<file path="src/rtl/fifo_wr_arbiter.sv">
// Round-robin arbiter sharing the FIFO write port among NUM_REQ requesters.
// Holds each grant for one packet, bounded by a burst limit and an idle timeout.
module fifo_wr_arbiter #(
  parameter int NUM_REQ   = 4,
  parameter int DATA_W    = 8,
  parameter int MAX_BURST = 4,
  parameter int TIMEOUT   = 8
) (
  input  logic                      clk_master,
  input  logic                      reset,
  input  logic [NUM_REQ-1:0]        req_valid,
  input  logic [NUM_REQ*DATA_W-1:0] req_data,
  input  logic [NUM_REQ-1:0]        req_last,
  output logic [NUM_REQ-1:0]        req_ready,
  input  logic                      fifo_full,
  output logic                      fifo_wr_en,
  output logic [DATA_W-1:0]         fifo_wr_data,
  output logic [NUM_REQ-1:0]        grant,
  output logic                      busy
);

  localparam int IDX_W = $clog2(NUM_REQ);

  typedef enum logic {
    S_IDLE,
    S_GRANT
  } state_t;

  state_t             r_state, w_state_nxt;
  logic [NUM_REQ-1:0] r_grant, w_grant_nxt;
  logic               r_busy, w_busy_nxt;
  logic [IDX_W-1:0]   r_owner, w_owner_nxt;
  logic [IDX_W-1:0]   r_last_owner, w_last_owner_nxt;
  logic [3:0]         r_beat_cnt, w_beat_cnt_nxt;
  logic [7:0]         r_idle_cnt, w_idle_cnt_nxt;

  logic [IDX_W-1:0]   w_winner;
  logic [IDX_W-1:0]   w_cand;
  logic               w_found;
  logic               w_own_valid;
  logic               w_own_last;
  logic               w_beat;
  logic               w_release;
  logic [DATA_W-1:0]  w_req_bytes [NUM_REQ];

  for (genvar g = 0; g < NUM_REQ; g++) begin : g_bytes
    assign w_req_bytes[g] = req_data[g*DATA_W +: DATA_W];
  end

  assign grant       = r_grant;
  assign busy        = r_busy;
  assign w_own_valid = req_valid[r_owner];
  assign w_own_last  = req_last[r_owner];
  assign w_beat      = fifo_wr_en;

  // Rotating priority: the requester just after the last owner is looked at first.
  always_comb begin
    // NOTE: every variable gets a default before any branch, so no latch is inferred.
    w_winner = '0;
    w_cand   = '0;
    w_found  = 1'b0;
    for (int k = 1; k <= NUM_REQ; k++) begin
      w_cand = IDX_W'((int'(r_last_owner) + k) % NUM_REQ);
      if (!w_found && req_valid[w_cand]) begin
        w_winner = w_cand;
        w_found  = 1'b1;
      end
    end
  end

  always_comb begin
    req_ready    = '0;
    fifo_wr_en   = 1'b0;
    fifo_wr_data = '0;
    if (r_state == S_GRANT) begin
      req_ready[r_owner] = !fifo_full;
      fifo_wr_en         = w_own_valid && !fifo_full;
      fifo_wr_data       = w_req_bytes[r_owner];
    end
  end

  // A full stall (valid but blocked) neither counts as a beat nor as idle.
  assign w_release = (r_state == S_GRANT) &&
                     ((w_beat && (w_own_last || r_beat_cnt == 4'(MAX_BURST - 1))) ||
                      (!w_own_valid && r_idle_cnt == 8'(TIMEOUT - 1)));

  always_comb begin
    w_state_nxt      = r_state;
    w_grant_nxt      = r_grant;
    w_busy_nxt       = r_busy;
    w_owner_nxt      = r_owner;
    w_last_owner_nxt = r_last_owner;
    w_beat_cnt_nxt   = r_beat_cnt;
    w_idle_cnt_nxt   = r_idle_cnt;
    unique case (r_state)
      S_IDLE: begin
        if (w_found) begin
          w_state_nxt    = S_GRANT;
          w_grant_nxt    = NUM_REQ'(1) << w_winner;
          w_busy_nxt     = 1'b1;
          w_owner_nxt    = w_winner;
          w_beat_cnt_nxt = '0;
          w_idle_cnt_nxt = '0;
        end
      end
      S_GRANT: begin
        if (w_beat) begin
          w_beat_cnt_nxt = r_beat_cnt + 4'd1;
          w_idle_cnt_nxt = '0;
        end else if (!w_own_valid && r_idle_cnt != 8'hFF) begin
          w_idle_cnt_nxt = r_idle_cnt + 8'd1;
        end
        if (w_release) begin
          w_state_nxt      = S_IDLE;
          w_grant_nxt      = '0;
          w_busy_nxt       = 1'b0;
          w_last_owner_nxt = r_owner;
          w_beat_cnt_nxt   = '0;
          w_idle_cnt_nxt   = '0;
        end
      end
      default: w_state_nxt = S_IDLE;
    endcase
  end

  always_ff @(posedge clk_master) begin
    // NOTE: state registers use non-blocking assignments so all update together at the edge.
    if (reset) begin
      r_state      <= S_IDLE;
      r_grant      <= '0;
      r_busy       <= 1'b0;
      r_owner      <= '0;
      r_last_owner <= IDX_W'(NUM_REQ - 1);
      r_beat_cnt   <= '0;
      r_idle_cnt   <= '0;
    end else begin
      r_state      <= w_state_nxt;
      r_grant      <= w_grant_nxt;
      r_busy       <= w_busy_nxt;
      r_owner      <= w_owner_nxt;
      r_last_owner <= w_last_owner_nxt;
      r_beat_cnt   <= w_beat_cnt_nxt;
      r_idle_cnt   <= w_idle_cnt_nxt;
    end
  end

endmodule
</file>
<file path="config.mk">
export PLATFORM = sky130hd
export DESIGN_NAME = fifo_wr_arbiter
export DESIGN_NICKNAME = d
export VERILOG_FILES = /design/src/rtl/fifo_wr_arbiter.sv
export SDC_FILE = /design/constraint.sdc
export NUM_CORES = 1
export LEC_CHECK = 0
export BUFFER_PORTS_ARGS = -buffer_cell sky130_fd_sc_hd__buf_2
export CAP_MARGIN = 20
export CORE_ASPECT_RATIO = 1.2
export CORE_MARGIN = 4
export CORE_UTILIZATION = 47
export CTS_BUF_LIST = sky130_fd_sc_hd__clkbuf_16
export CTS_CLUSTER_SIZE = 30
export DETAILED_ROUTE_END_ITERATION = 10
export MAX_ROUTING_LAYER = met4
export PLACE_DENSITY_LB_ADDON = 0.25
export SLEW_MARGIN = 40
export SYNTH_ARGS = -nofsm -noshare
export SYNTH_HDL_FRONTEND = slang
export SYNTH_SLANG_ARGS = --single-unit
</file>
<file path="constraint.sdc">
create_clock -name clk_master -period 3.1 [get_ports clk_master]
set_input_delay 0.62 -clock clk_master [delete_from_list [all_inputs] [get_ports clk_master]]
set_output_delay 0.62 -clock clk_master [all_outputs]
set_load 0.02 [all_outputs]
</file>
Word level (Yosys, flattened, before mapping)
Index checks and enable logic that the tools add are counted.

operators by class
  $add $sub $neg = 6
  magnitude comparators = 7
  equal/unequal tests = 7
  shift operators = 1
  mux-type cells = 46
  bitwise logic cells = 3
  reductions and logical operators = 21

operators by type and width
  operator             count
  $mux 8               7
  $mux 4               6
  $bmux 8 s2           1
  $mux 1               16
  $pmux 4 s2           2
  $pmux 8 s2           1
  $lt 2x3->1 const B   5
  $bmux 1 s2           6
  $reduce_and 2->1     5
  $logic_and 1x1->1    9
  $add 8x1->8 const B  1
  $eq 8x3->1 const B   1
  $mux 2               4
  $ne 8x8->1 const B   1
  $logic_not 1->1      5
  $add 2x1->2 const B  2
  $add 2x2->2 const B  2
  $add 4x1->4 const B  1
  $and 4x4->4          1
  $eq 4x2->1 const B   1
  $ne 4x1->1 const B   1
  $pmux 1 s2           2
  $shl 1x2->4 const A  1
  $ge 3x3->1 const B   1
  other kinds (8)      9

word-level totals
  flip-flop bits (word level) = 22
  output and inout bits = 18

Longest topological paths before layout
Gate-level depths: netlist of the first run.

  word-level depth = 16
  gate-level depth with buffers = 6
  mapped depth without buffers = 6

Least setup slack after synthesis of the first run
OpenSTA, ideal clock, no wires.

  kind = input to register
  start point = in req_valid[3]
  end point = reg r_grant[2], in the netlist grant[2]
  library setup time = 0.117 ns
  arrival = 2.293 ns
  data required time = 2.983 ns
  slack = 0.690 ns
  stages = 5
  buffers on the path = 0
  path through = mux4_2 > or4_4 > o22ai_2 > nor3_2 > a22o_1

between the ends
  cells in the longest elaborated chain, start to end = 15

ends and longest elaborated chain
  item                          RTL line  RTL
  start: declaration            11        input logic [NUM_REQ-1:0] req_valid,
  $bmux 1 s2                    64        if (!w_found && req_valid[w_cand]) begin
  $mux 1 (implied by the code)  64
  $mux 1                        64
  $logic_not 1->1               64
  $logic_and 1x1->1             64
  $mux 1                        64
  $logic_not 1->1               64
  $logic_and 1x1->1             64
  $mux 1                        64
  $logic_not 1->1               64
  $logic_and 1x1->1             64
  $mux 2                        64
  $shl 1x2->4                   99        w_grant_nxt = NUM_REQ'(1) << w_winner;
  $mux 4                        97        if (w_found) begin
  $pmux 4 s2                    95        unique case (r_state)
  end signal: assignment        138       r_grant <= w_grant_nxt;
  end: declaration              30        logic [NUM_REQ-1:0] r_grant, w_grant_nxt;

Parallel ways exist; a longest one is shown, timed or not. The select of a mux whose other input is x is not followed.
A chain may end at the register's enable or synchronous reset.

Final worst setup path of the first run
  start point = in req_valid[3]
  end point = reg r_last_owner[0]

between the ends
  cells in the longest elaborated chain, start to end = 8

ends and longest elaborated chain
  item                              RTL line  RTL
  $bmux 1 s2 (*)                    52        assign w_own_valid = req_valid[r_owner];
  $mux 1 (implied by the code) (*)  52
  $logic_and 1x1->1                 77        fifo_wr_en = w_own_valid && !fifo_full;
  $mux 1                            75        if (r_state == S_GRANT) begin
  $logic_and 1x1->1                 84        ((w_beat && (w_own_last || r_beat_cnt == 4'(MAX_BURST - 1))) ||
  $logic_or 1x1->1 (*)              84
  $logic_and 1x1->1 (*)             83        assign w_release = (r_state == S_GRANT) &&
  $reduce_and 2->1 (no line) (*)    --
  end signal: assignment            133       r_last_owner <= IDX_W'(NUM_REQ - 1);
  end signal: assignment            141       r_last_owner <= w_last_owner_nxt;
  end: declaration                  33        logic [IDX_W-1:0] r_last_owner, w_last_owner_nxt;

Mark *: on every way between the ends. The rest lies on a longest branch, timed or not. The select of a mux whose other input is x is not followed.

==> impl_metrics.xml, run 1 <==
<?xml version="1.0" encoding="UTF-8"?>
<metrics>
  <group name="status">
    <metric name="outcome" unit="">finished clean</metric>
  </group>
  <group name="power_and_ir_drop">
    <metric name="power_density" unit="mW/mm^2">460</metric>
    <metric name="power.share.switching" unit="%">25.5</metric>
    <metric name="max_vdd_drop" unit="mV">0.472</metric>
    <metric name="total_power" unit="mW">0.866</metric>
    <metric name="p_clk_share" unit="%">41.6</metric>
    <metric name="cellInternalPower" unit="mW">0.645</metric>
    <metric name="combPwrFrac" unit="%">22.7</metric>
    <metric name="power_leakage" unit="nW">0.851</metric>
    <metric name="share_of_power_burned_in_registers" unit="%">35.7</metric>
    <metric name="total_switching_power" unit="mW">0.221</metric>
  </group>
  <group name="run">
    <metric name="cap_viol_max_count" unit="">0</metric>
  </group>
  <group name="logic_synthesis">
    <metric name="synth_cell_types" unit="">45</metric>
    <metric name="syn_avg_cell_area" unit="um^2">9.02</metric>
    <metric name="synth_top_area_cells" unit="">sky130_fd_sc_hd__dfxtp_1 (31%), sky130_fd_sc_hd__mux4_2 (12%), sky130_fd_sc_hd__and2_1 (4.3%)</metric>
    <metric name="synth-simple-area-share" unit="%">29.5</metric>
    <metric name="share_of_the_synthesized_area_in_compound_gates_ao_oa_aoi_oai" unit="%">14.8</metric>
    <metric name="dominantRegCellSynth" unit="">sky130_fd_sc_hd__dfxtp_1</metric>
    <metric name="xor_xnor_share_of_the_synthesized_area" unit="%">1.21</metric>
    <metric name="synth_top_area_share" unit="%">30.5</metric>
    <metric name="ys.warnings.count" unit="">0</metric>
    <metric name="largest_family_of_logic_cells_by_synthesized_area" unit="">simple AND/OR/NAND/NOR gates</metric>
    <metric name="flop_and_latch_count_out_of_synthesis" unit="">22</metric>
    <metric name="seq_area_frac_synth" unit="%">30.5</metric>
    <metric name="synth_fp_nets" unit="">205</metric>
    <metric name="yosys.area_share.adder" unit="%">1.73</metric>
    <metric name="asyncSetResetFlopFracSynth" unit="%">0</metric>
    <metric name="synth_edf_count" unit="">0</metric>
    <metric name="netlist_instances" unit="">160</metric>
    <metric name="synth.area.mux_share" unit="%">18.3</metric>
    <metric name="synth_top_cell_by_area" unit="">sky130_fd_sc_hd__dfxtp_1</metric>
    <metric name="post_synth_instance_area" unit="mm^2">0.00144</metric>
  </group>
  <group name="setup_path">
    <metric name="crit_path_cell_trace" unit="">buf_2, mux4_2, or4_4, o22ai_2, buf_4, nor3_1, a21oi_1</metric>
    <metric name="timing.critical_path.arrival" unit="ps">2660</metric>
    <metric name="critPathCaptureType" unit="">flip-flop</metric>
    <metric name="critical-path-slowest-cell" unit="">sky130_fd_sc_hd__or4_4</metric>
    <metric name="worst-setup-path-type" unit="">primary input to flip-flop</metric>
    <metric name="max_stage_delay" unit="ps">580</metric>
    <metric name="critical_path_peak_fanout" unit="">7</metric>
    <metric name="required" unit="ps">3280</metric>
    <metric name="timing.critical_path.from_type" unit="">primary input</metric>
  </group>
  <group name="global_routing">
    <metric name="global_route_wire_length_before_repair" unit="um">6400</metric>
    <metric name="first_global_vias" unit="">1494</metric>
    <metric name="leftover_overflow_at_the_end_of_global_routing" unit="">0</metric>
    <metric name="grtUsageTotal" unit="%">21.3</metric>
    <metric name="pin_count_of_the_biggest_net_entering_global_routing" unit="">18</metric>
    <metric name="initial_antenna_violation_count" unit="">0</metric>
  </group>
  <group name="placed_design">
    <metric name="gpl.final_weighted_congestion" unit="">0.904</metric>
    <metric name="placed_cell_area" unit="mm^2">0.00178</metric>
    <metric name="portBuffers" unit="">60</metric>
    <metric name="place_ws" unit="ps">490</metric>
    <metric name="place.detailed.instances" unit="">251</metric>
    <metric name="detailedPlacementHpwl" unit="um">3130</metric>
  </group>
  <group name="timing">
    <metric name="worstMarginPinSlew" unit="ps">711</metric>
    <metric name="timing.fmax" unit="MHz">404</metric>
    <metric name="finalCritPeriodShare" unit="%">79.9</metric>
    <metric name="finalHoldViolCount" unit="">0</metric>
    <metric name="grt_setup_unrepaired" unit="">no</metric>
    <metric name="worst_slack" unit="ps">622</metric>
    <metric name="slew_violations" unit="">0</metric>
    <metric name="fin_skew" unit="ps">1.67</metric>
    <metric name="layout_min_cycle_time" unit="ps">2480</metric>
    <metric name="relative_max_transition_margin" unit="%">52.2</metric>
    <metric name="finalSetupTns" unit="ps">0</metric>
    <metric name="whs" unit="ps">465</metric>
    <metric name="setup_viol_count_final" unit="">0</metric>
  </group>
  <group name="hold_path">
    <metric name="holdCritPathClass" unit="">flip-flop to flip-flop</metric>
  </group>
  <group name="routing">
    <metric name="drt_pass1_iterations" unit="">4</metric>
    <metric name="post_drt_via_cell_ratio" unit="">5.89</metric>
    <metric name="vias" unit="">1501</metric>
    <metric name="drc" unit="">0</metric>
    <metric name="drt_wl_total" unit="um">4120</metric>
    <metric name="ant_nets" unit="">0</metric>
    <metric name="wl_per_cell" unit="um">16.2</metric>
    <metric name="detailedRoute.firstIterationViolations" unit="">64</metric>
  </group>
  <group name="clock_tree">
    <metric name="clockRootBuffer" unit="">sky130_fd_sc_hd__clkbuf_16</metric>
    <metric name="cts_htree_levels" unit="">1</metric>
    <metric name="cts_tree" unit="">done</metric>
    <metric name="cts_hold_buf" unit="">0</metric>
    <metric name="postCtsResizedCells" unit="">0</metric>
    <metric name="clock_path_buffers" unit="">2</metric>
    <metric name="clk_pin_slew" unit="ps">60</metric>
    <metric name="cts_buffers" unit="">3</metric>
    <metric name="postCtsSetupBuffers" unit="">0</metric>
    <metric name="clock_insertion_delay_at_the_later_pin_of_the_skew_report" unit="ps">250</metric>
    <metric name="clock_sink_count" unit="">22</metric>
  </group>
  <group name="final_layout">
    <metric name="synthToLayoutAreaGrowth" unit="%">30.4</metric>
    <metric name="finish.cell_count_without_fillers" unit="">255</metric>
    <metric name="final_core_util" unit="%">65.7</metric>
    <metric name="antenna-diode-count" unit="">0</metric>
    <metric name="fin_area" unit="mm^2">0.00188</metric>
    <metric name="final_layout_size_suffix_gt1_share" unit="%">37.6</metric>
    <metric name="finalNetCount" unit="">267</metric>
  </group>
  <group name="floorplanning">
    <metric name="die_outline_height" unit="um">68.7</metric>
    <metric name="rows" unit="">21</metric>
    <metric name="core-area" unit="mm^2">0.00286</metric>
    <metric name="fp.dieW" unit="um">58.6</metric>
    <metric name="floorplan.initialDensity" unit="%">50.4</metric>
    <metric name="die_area" unit="mm^2">0.00403</metric>
    <metric name="io_pins" unit="">61</metric>
  </group>
</metrics>
## flip-flops by register name (all words and copies together), names as in the netlist
| signal | count |
|---|---|
| r_idle_cnt | 8 |
| busy | 1 |
| r_owner | 2 |
| r_beat_cnt | 4 |
| grant | 4 |
| r_state | 1 |
| r_last_owner | 2 |
## final cells by class
cell class / instances / area [um^2]
clock inverter: 1 / 30.0
tap: 34 / 42.5
inverter: 7 / 26.3
multi-input combinational: 125 / 946
sequential: 22 / 440
timing repair buffer: 63 / 323
fill: 242 / 981
clock buffer: 3 / 75.1
## worst paths after layout
path	from	to	slack, ps	cells after the start
setup reg to reg	r_owner[0]	r_last_owner[0]	700	7
hold reg to reg	grant[0]	grant[0]	470	1
hold / removal	grant[0]	grant[0]	470	1
setup / recovery	req_valid[3]	r_last_owner[0]	620	7
## power groups by stage
| stage | logic (mW) | clock network (mW) | registers [mW] |
|---|---|---|---|
| after global routing | 0.214 | 0.380 | 0.311 |
| after detailed placement | 0.195 | 0 | 0.315 |
| after global placement | 0.191 | 0 | 0.314 |
| final | 0.196 | 0.360 | 0.309 |
| after CTS | 0.197 | 0.363 | 0.309 |
| after floorplan | 0.126 | 0 | 0.316 |
## worst max-delay path: cells and delay by family
kind	cells	cell delay, ps
compound gates	2	500
simple gates	2	640
buf+inv	2	340
mux	1	550
## cell families (layout without fill, tap and decap cells)
group                    Yosys count  after routing
flip-flops                        22             22
AND/OR/NAND/NOR                   77             77
adder cells (fa/ha/maj)            2              2
buffers and inverters             13             74
AO/OA/AOI/OAI                     31             31
XOR/XNOR                           2              2
multiplexers                      13             13
## cell usage after synthesis (3+ instances only)
master                     instances
sky130_fd_sc_hd__or3_1             4
sky130_fd_sc_hd__a311oi_1          4
sky130_fd_sc_hd__nor2b_1           3
sky130_fd_sc_hd__mux4_2            8
sky130_fd_sc_hd__clkbuf_1          4
sky130_fd_sc_hd__inv_1             7
sky130_fd_sc_hd__dfxtp_1          22
sky130_fd_sc_hd__a21oi_1          12
sky130_fd_sc_hd__nand3_1           9
sky130_fd_sc_hd__nand2_1          10
sky130_fd_sc_hd__and3_1            4
sky130_fd_sc_hd__o21ai_0           3
sky130_fd_sc_hd__and2_1           10
sky130_fd_sc_hd__nor2_1           15
sky130_fd_sc_hd__nor3_1            5
## routing by layer
layer | wire, um | GRT usage [%] | share of wire [%]
met5 | 0 | - | 0
met4 | 57 | 7.65 | 1.4
met3 | 499 | 5.96 | 12
met2 | 2100 | 39.9 | 51
met1 | 1470 | 21.0 | 36
## cells in the final DEF (no fill, tap or decap), drive strengths merged, types with 2 or more instances in the layout
| cell | synthesis | final |
|---|---|---|
| dfxtp | 22 | 22 |
| or3 | 4 | 4 |
| or4 | 2 | 2 |
| mux2i | 2 | 2 |
| or2 | 2 | 2 |
| nand2 | 10 | 10 |
| and2 | 10 | 10 |
| ha | 2 | 2 |
| nor4 | 2 | 2 |
| and3b | 2 | 2 |
| xnor2 | 2 | 2 |
| clkbuf | 4 | 3 |
| nor2b | 3 | 3 |
| nor2 | 15 | 15 |
| mux4 | 10 | 10 |
| a22o | 2 | 2 |
| nor3 | 6 | 6 |
| nand3 | 9 | 9 |
| inv | 7 | 7 |
| a21oi | 12 | 12 |
| o21ai | 3 | 3 |
| a311oi | 4 | 4 |
| o22ai | 3 | 3 |
| buf | 2 | 63 |
| nand2b | 2 | 2 |
| and3 | 4 | 4 |
No activity file was read; power rests on OpenSTA's default activity.
==> run 2, diff against run 1 <==
- ABC_AREA: default -> 1
- CORE_UTILIZATION: 47 -> 45
- clock period: 3.1 -> 2.09 ns (I/O delays scaled with it)
==> run 2 against run 1 <==
  * Synthesized cell count rose by 65%
  * Die area rose by 18%
  * Critical path type is now flip-flop to primary output
  * First-iteration DRC count rose by 89%
  * Critical path depth did not move
  * Core utilization fell by 6.5 points
  * Final cell count rose by 44%
  * Sequential power rose by 58%
  * Sequential share of layout area fell by 2.6 points
  * Non-clock buffer count rose by 4
==> impl_metrics.xml, run 2 <==
<?xml version="1.0" encoding="UTF-8"?>
<metrics>
  <group name="logic_synthesis">
    <metric name="syn_avg_cell_area" unit="um^2">6.34</metric>
    <metric name="synth_fp_nets" unit="">309</metric>
    <metric name="netlist_instances" unit="">264</metric>
    <metric name="seq_area_frac_synth" unit="%">26.3</metric>
    <metric name="synthTopCellsByCount" unit="">sky130_fd_sc_hd__nand2_1 (69), sky130_fd_sc_hd__nand3_1 (37), sky130_fd_sc_hd__nor2_1 (25)</metric>
    <metric name="synth_top_area_cells" unit="">sky130_fd_sc_hd__dfxtp_1 (26%), sky130_fd_sc_hd__nand2_1 (15%), sky130_fd_sc_hd__nand3_1 (11%)</metric>
    <metric name="flop_and_latch_count_out_of_synthesis" unit="">22</metric>
    <metric name="synth_top_area_share" unit="%">26.3</metric>
    <metric name="synth_cell_types" unit="">32</metric>
    <metric name="dominantRegCellSynth" unit="">sky130_fd_sc_hd__dfxtp_1</metric>
    <metric name="asyncSetResetFlopFracSynth" unit="%">0</metric>
    <metric name="ys.warnings.count" unit="">0</metric>
    <metric name="synth_edf_count" unit="">0</metric>
    <metric name="most_common_cell_in_the_synthesized_netlist" unit="">sky130_fd_sc_hd__nand2_1</metric>
    <metric name="synth_top_cell_by_area" unit="">sky130_fd_sc_hd__dfxtp_1</metric>
    <metric name="post_synth_instance_area" unit="mm^2">0.00167</metric>
  </group>
  <group name="setup_path">
    <metric name="critical-path-slowest-cell" unit="">sky130_fd_sc_hd__dfxtp_1</metric>
    <metric name="critical_path_peak_fanout" unit="">9</metric>
    <metric name="required" unit="ps">1670</metric>
    <metric name="worst-setup-path-type" unit="">flip-flop to primary output</metric>
    <metric name="r2r_cells" unit="">12</metric>
    <metric name="timing.critical_path.from_type" unit="">flip-flop</metric>
    <metric name="crit-reg2reg-launch" unit="">r_owner[0]</metric>
    <metric name="crit_path_cell_trace" unit="">buf_4, inv_2, nor2_1, buf_4, a22oi_1, a31oi_1, buf_2</metric>
    <metric name="critPathCaptureType" unit="">primary output</metric>
    <metric name="max_stage_delay" unit="ps">330</metric>
    <metric name="path_common_cell" unit="">sky130_fd_sc_hd__buf_4</metric>
    <metric name="reg2reg_slack" unit="ps">250</metric>
    <metric name="reg2reg_to" unit="">grant[3]</metric>
    <metric name="timing.critical_path.arrival" unit="ps">1550</metric>
  </group>
  <group name="final_layout">
    <metric name="mostFrequentLayoutCells" unit="">sky130_fd_sc_hd__nand2_1 (69), sky130_fd_sc_hd__buf_2 (60), sky130_fd_sc_hd__nand3_1 (37)</metric>
    <metric name="regMostFlops" unit="">r_idle_cnt</metric>
    <metric name="largest_register_ffs" unit="">8</metric>
    <metric name="finalNetCount" unit="">373</metric>
    <metric name="final_layout_size_suffix_gt1_share" unit="%">29.1</metric>
    <metric name="antenna-diode-count" unit="">0</metric>
    <metric name="mostFrequentLayoutCell" unit="">sky130_fd_sc_hd__nand2_1</metric>
    <metric name="synthToLayoutAreaGrowth" unit="%">27.4</metric>
  </group>
  <group name="routing">
    <metric name="wl_per_cell" unit="um">12.5</metric>
    <metric name="drt_pass1_iterations" unit="">4</metric>
    <metric name="ant_nets" unit="">0</metric>
    <metric name="vias" unit="">1951</metric>
    <metric name="drt_wl_total" unit="um">4560</metric>
    <metric name="post_drt_via_cell_ratio" unit="">5.33</metric>
    <metric name="detailedRoute.firstIterationViolations" unit="">121</metric>
    <metric name="drc" unit="">0</metric>
  </group>
  <group name="timing">
    <metric name="layout_min_cycle_time" unit="ps">1970</metric>
    <metric name="grt_setup_unrepaired" unit="">no</metric>
    <metric name="finalCritPeriodShare" unit="%">94.2</metric>
    <metric name="finalSetupTns" unit="ps">0</metric>
    <metric name="worst_slack" unit="ps">120</metric>
    <metric name="finalHoldViolCount" unit="">0</metric>
    <metric name="worstMarginPinSlew" unit="ps">484</metric>
    <metric name="fin_skew" unit="ps">4.66</metric>
    <metric name="slew_violations" unit="">0</metric>
    <metric name="relative_max_transition_margin" unit="%">67.7</metric>
    <metric name="setup_viol_count_final" unit="">0</metric>
    <metric name="timing.fmax" unit="MHz">508</metric>
  </group>
  <group name="power_and_ir_drop">
    <metric name="p_clk_share" unit="%">35.6</metric>
    <metric name="cellInternalPower" unit="mW">1.01</metric>
    <metric name="power_density" unit="mW/mm^2">697</metric>
    <metric name="max_vdd_drop" unit="mV">0.391</metric>
    <metric name="combPwrFrac" unit="%">31.6</metric>
    <metric name="total_switching_power" unit="mW">0.481</metric>
    <metric name="share_of_power_burned_in_registers" unit="%">32.8</metric>
    <metric name="power.share.switching" unit="%">32.4</metric>
    <metric name="power_leakage" unit="nW">1.10</metric>
  </group>
  <group name="clock_tree">
    <metric name="cts_hold_buf" unit="">0</metric>
    <metric name="clockRootBuffer" unit="">sky130_fd_sc_hd__clkbuf_16</metric>
    <metric name="clock_sink_count" unit="">22</metric>
    <metric name="cts_buffers" unit="">3</metric>
    <metric name="cts_tree" unit="">done</metric>
    <metric name="cts_htree_levels" unit="">1</metric>
    <metric name="clock_path_buffers" unit="">2</metric>
    <metric name="clock_insertion_delay_at_the_later_pin_of_the_skew_report" unit="ps">250</metric>
    <metric name="clk_pin_slew" unit="ps">60</metric>
  </group>
  <group name="floorplanning">
    <metric name="die_outline_height" unit="um">74.8</metric>
    <metric name="die_area" unit="mm^2">0.00476</metric>
    <metric name="core-area" unit="mm^2">0.00360</metric>
    <metric name="io_pins" unit="">61</metric>
    <metric name="fp.dieW" unit="um">63.7</metric>
    <metric name="rows" unit="">24</metric>
    <metric name="floorplan.initialDensity" unit="%">46.5</metric>
  </group>
  <group name="hold_path">
    <metric name="holdCritPathClass" unit="">primary input to flip-flop</metric>
    <metric name="origin_of_the_worst_min_delay_path" unit="">reset</metric>
    <metric name="hold_depth" unit="">2</metric>
    <metric name="hold-path-endpoint" unit="">r_owner[0]</metric>
  </group>
  <group name="global_routing">
    <metric name="first_global_vias" unit="">1788</metric>
    <metric name="pin_count_of_the_biggest_net_entering_global_routing" unit="">18</metric>
    <metric name="leftover_overflow_at_the_end_of_global_routing" unit="">0</metric>
    <metric name="global_route_wire_length_before_repair" unit="um">7750</metric>
    <metric name="grtUsageTotal" unit="%">20.4</metric>
    <metric name="initial_antenna_violation_count" unit="">0</metric>
  </group>
  <group name="placed_design">
    <metric name="portBuffers" unit="">60</metric>
    <metric name="place_ws" unit="ps">166</metric>
    <metric name="gpl.final_weighted_congestion" unit="">0.867</metric>
    <metric name="detailedPlacementHpwl" unit="um">3590</metric>
  </group>
  <group name="status">
    <metric name="outcome" unit="">finished clean</metric>
  </group>
  <group name="run">
    <metric name="cap_viol_max_count" unit="">0</metric>
  </group>
</metrics>
## run 2: per-stage QoR
step	hold slack (ps)	cell area, um^2	total power [mW]	util [%]	cells
after floorplan	461	1670	0.825	-	264
after global placement	436	2020	0.958	56.0	362
after detailed placement	439	2020	0.963	56.0	362
after CTS	402	2130	1.50	59.0	366
after global routing	424	2130	1.58	59.2	366
final	404	2130	1.49	59.2	366
## run 2: layout make-up
cell class,instances,area (um^2)
clock inverter,1,30.0
clock buffer,3,75.1
inverter,26,97.6
sequential,22,443
tap,39,48.8
fill,357,1470
multi-input combinational,208,1090
timing repair buffer,67,353
## run 2: worst max-delay path by stage
stage                                from              end  slack (ps)  cells past startpoint
final                          r_owner[0]  fifo_wr_data[0]         120                      7
after global routing           r_owner[0]  fifo_wr_data[0]          20                      7
after CTS                      r_owner[0]  fifo_wr_data[0]         100                      7
after detailed placement  r_last_owner[0]    r_beat_cnt[0]         170                      9
after global placement    r_last_owner[0]    r_beat_cnt[0]         210                      9
after floorplan                r_owner[1]  fifo_wr_data[0]         360                      5
## run 2: logic make-up after synthesis
kind of cell               count (synthesis)  share of synthesized area, %
buffers and inverters                     34                          9.19
adders and majority gates                  2                          1.49
and+or+nand+nor                          161                          45.9
xor gates and xnor gates                   6                          3.14
AOI/OAI and AO/OA                         39                          14.0
DFF                                       22                          26.3
## run 2: worst max-delay path, delay by kind of cell, from the launching register on
family | cells | cell delay, ps
buf+inv | 4 | 640
flops | 1 | 330
compound gates | 2 | 230
simple gates | 1 | 90
## run 2: power by group through the flow
stage	sequential [mW]	clock, mW	combinational [mW]
after floorplan	0.493	0	0.332
after global placement	0.495	0	0.463
after detailed placement	0.495	0	0.468
after CTS	0.487	0.540	0.471
after global routing	0.493	0.561	0.530
final	0.487	0.530	0.470
## run 2: repair_timing
item / CTS / global route
gates resized for setup: 1 / 2
gates cloned: 0 / 0
buffers inserted: 0 / 0
setup endpoints to repair: 1 / 13
## run 2: per-layer routing
metal	wire length (um)	share of wire, %	GRT usage, %	up-vias
met2	2150	47	35.7	76
met4	49	1.1	6.71	0
met3	353	7.7	2.84	5
met1	2010	44	24.2	855
met5	0	0	-	-
li1	-	-	-	1015
==> run 3, diff against run 2 <==
--- a/config.mk
+++ b/config.mk
@@ -12,3 +12,3 @@
 export CORE_MARGIN = 4
-export CORE_UTILIZATION = 45
+export CORE_UTILIZATION = 50
 export CTS_BUF_LIST = sky130_fd_sc_hd__clkbuf_16
@@ -16,3 +16,2 @@
 export DETAILED_ROUTE_END_ITERATION = 10
-export MAX_ROUTING_LAYER = met4
 export PLACE_DENSITY_LB_ADDON = 0.25
==> constraint.sdc (replaced) <==
create_clock -name clk_master -period 2.1 [get_ports clk_master]
set_input_delay 0.315 -clock clk_master [delete_from_list [all_inputs] [get_ports clk_master]]
set_output_delay 0.315 -clock clk_master [all_outputs]
set_load 0.02 [all_outputs]
==> run 3 against run 2 <==
  * Highest routed layer unchanged
  * Via count barely moved
  * Sequential share of layout area rose by 0.15 points
  * Critical path depth rose by 4
  * Largest power group unchanged
==> impl_metrics.xml, run 3 (same netlist as run 2, synthesis figures left out) <==
<?xml version="1.0" encoding="UTF-8"?>
<metrics>
  <group name="setup_path">
    <metric name="timing.critical_path.from_type" unit="">flip-flop</metric>
    <metric name="worst-setup-path-type" unit="">flip-flop to flip-flop</metric>
    <metric name="timing.critical_path.arrival" unit="ps">2000</metric>
    <metric name="critical_path_peak_fanout" unit="">17</metric>
    <metric name="required" unit="ps">2240</metric>
    <metric name="critPathCaptureType" unit="">flip-flop</metric>
    <metric name="reg2reg_slack" unit="ps">240</metric>
    <metric name="max_stage_delay" unit="ps">310</metric>
    <metric name="crit_path_cell_trace" unit="">buf_4, nor2_8, nand2_1, nand2_1, nor2_4, nand3_1, nand4_2, nand2_4, inv_1, nor2_1, nor2_1</metric>
    <metric name="critical-path-slowest-cell" unit="">sky130_fd_sc_hd__dfxtp_1</metric>
  </group>
  <group name="routing">
    <metric name="detailedRoute.firstIterationViolations" unit="">102</metric>
    <metric name="drc" unit="">0</metric>
    <metric name="drt_pass1_iterations" unit="">4</metric>
    <metric name="vias" unit="">1950</metric>
    <metric name="wl_per_cell" unit="um">12.4</metric>
    <metric name="post_drt_via_cell_ratio" unit="">5.39</metric>
    <metric name="ant_nets" unit="">0</metric>
    <metric name="drt_wl_total" unit="um">4480</metric>
  </group>
  <group name="timing">
    <metric name="layout_min_cycle_time" unit="ps">1860</metric>
    <metric name="relative_max_transition_margin" unit="%">67.5</metric>
    <metric name="grt_setup_unrepaired" unit="">no</metric>
    <metric name="finalSetupTns" unit="ps">0</metric>
    <metric name="worstMarginPinSlew" unit="ps">488</metric>
    <metric name="fin_skew" unit="ps">3.81</metric>
    <metric name="setup_viol_count_final" unit="">0</metric>
    <metric name="slew_violations" unit="">0</metric>
    <metric name="finalCritPeriodShare" unit="%">88.7</metric>
    <metric name="timing.fmax" unit="MHz">537</metric>
    <metric name="finalHoldViolCount" unit="">0</metric>
    <metric name="worst_slack" unit="ps">236</metric>
  </group>
  <group name="final_layout">
    <metric name="mostFrequentLayoutCells" unit="">sky130_fd_sc_hd__nand2_1 (69), sky130_fd_sc_hd__buf_2 (60), sky130_fd_sc_hd__nand3_1 (37)</metric>
    <metric name="fill_cells" unit="">281</metric>
    <metric name="finish.cell_count_without_fillers" unit="">362</metric>
    <metric name="finalNetCount" unit="">372</metric>
    <metric name="antenna-diode-count" unit="">0</metric>
    <metric name="final_layout_size_suffix_gt1_share" unit="%">28.8</metric>
    <metric name="regMostFlops" unit="">r_idle_cnt</metric>
    <metric name="mostFrequentLayoutCell" unit="">sky130_fd_sc_hd__nand2_1</metric>
    <metric name="synthToLayoutAreaGrowth" unit="%">26.5</metric>
    <metric name="largest_register_ffs" unit="">8</metric>
  </group>
  <group name="clock_tree">
    <metric name="postCtsSetupBuffers" unit="">0</metric>
    <metric name="clock_insertion_delay_at_the_later_pin_of_the_skew_report" unit="ps">250</metric>
    <metric name="clock_path_buffers" unit="">2</metric>
    <metric name="cts_htree_levels" unit="">1</metric>
    <metric name="clk_pin_slew" unit="ps">60</metric>
    <metric name="cts_tree" unit="">done</metric>
    <metric name="clockRootBuffer" unit="">sky130_fd_sc_hd__clkbuf_16</metric>
    <metric name="cts_buffers" unit="">3</metric>
    <metric name="clock_sink_count" unit="">22</metric>
  </group>
  <group name="status">
    <metric name="outcome" unit="">finished clean</metric>
  </group>
  <group name="placed_design">
    <metric name="portBuffers" unit="">60</metric>
    <metric name="place.detailed.instances" unit="">358</metric>
    <metric name="place_ws" unit="ps">185</metric>
    <metric name="detailedPlacementHpwl" unit="um">3470</metric>
    <metric name="gpl.final_weighted_congestion" unit="">0.893</metric>
  </group>
  <group name="global_routing">
    <metric name="initial_antenna_violation_count" unit="">0</metric>
    <metric name="first_global_vias" unit="">1806</metric>
    <metric name="grtUsageTotal" unit="%">20.9</metric>
    <metric name="leftover_overflow_at_the_end_of_global_routing" unit="">0</metric>
    <metric name="pin_count_of_the_biggest_net_entering_global_routing" unit="">18</metric>
    <metric name="global_route_wire_length_before_repair" unit="um">7470</metric>
  </group>
  <group name="hold_path">
    <metric name="holdCritPathClass" unit="">primary input to flip-flop</metric>
  </group>
  <group name="power_and_ir_drop">
    <metric name="power_leakage" unit="nW">1.09</metric>
    <metric name="power_density" unit="mW/mm^2">694</metric>
    <metric name="max_vdd_drop" unit="mV">0.532</metric>
  </group>
  <group name="floorplanning">
    <metric name="io_pins" unit="">61</metric>
    <metric name="die_area" unit="mm^2">0.00434</metric>
    <metric name="die_outline_height" unit="um">71.4</metric>
    <metric name="floorplan.initialDensity" unit="%">53.3</metric>
    <metric name="rows" unit="">22</metric>
    <metric name="fp.dieW" unit="um">60.8</metric>
    <metric name="core-area" unit="mm^2">0.00314</metric>
  </group>
  <group name="run">
    <metric name="cap_viol_max_count" unit="">0</metric>
  </group>
</metrics>
-- run 3: repair_timing --
item	in CTS	in global routing
setup endpoints to repair	8	17
pin swaps	0	0
hold buffers	0	0
gates resized for setup	1	2
-- run 3: critical path, delay by kind of cell, from the launching register on --
family                 cells  cell delay (ps)
AND/OR/NAND/NOR            9             1160
flip-flops                 1              310
buffers and inverters      2              280
-- run 3: path summary, 6_finish.rpt --
kind         depth (start not counted)            end       start
max reg2reg                         11  r_beat_cnt[0]  r_owner[1]
max                                 11  r_beat_cnt[0]  r_owner[1]
min reg2reg                          2       grant[0]    grant[0]
min                                  2     r_owner[0]       reset
-- run 3: final cells by class --
| cell class | instances | area [um^2] | share of cell area (%) |
|---|---|---|---|
| Timing Repair Buffer | 66 | 345 | 16.3 |
| Multi-Input combinational cell | 208 | 1080 | 51.1 |
| Clock inverter | 1 | 30.0 | 1.42 |
| Sequential cell | 22 | 443 | 20.9 |
| Tap cell | 36 | 45.0 | 2.13 |
| Inverter | 26 | 97.6 | 4.61 |
| Clock buffer | 3 | 75.1 | 3.54 |
-- run 3: routing by layer --
metal	wire (um)	track usage, %
met3	269	2.70
met2	2240	37.5
met4	81	6.02
met5	0	0
met1	1890	25.2
-- run 3: report_power, final --
part / switching (mW) / total [mW] / internal (mW)
Combinational: 0.294 / 0.465 / 0.172
Clock: 0.142 / 0.520 / 0.378
Sequential: 0.0350 / 0.485 / 0.450
-- run 3: metrics by stage --
step / cell area, um^2 / utilization (%) / power [mW] / hold slack, ps
after floorplan: 1670 / - / 0.821 / 384
after global placement: 2010 / 64.0 / 0.948 / 433
after detailed placement: 2010 / 64.0 / 0.955 / 443
after CTS: 2120 / 67.4 / 1.48 / 299
after global routing: 2120 / 67.5 / 1.56 / 315
final: 2120 / 67.5 / 1.47 / 304
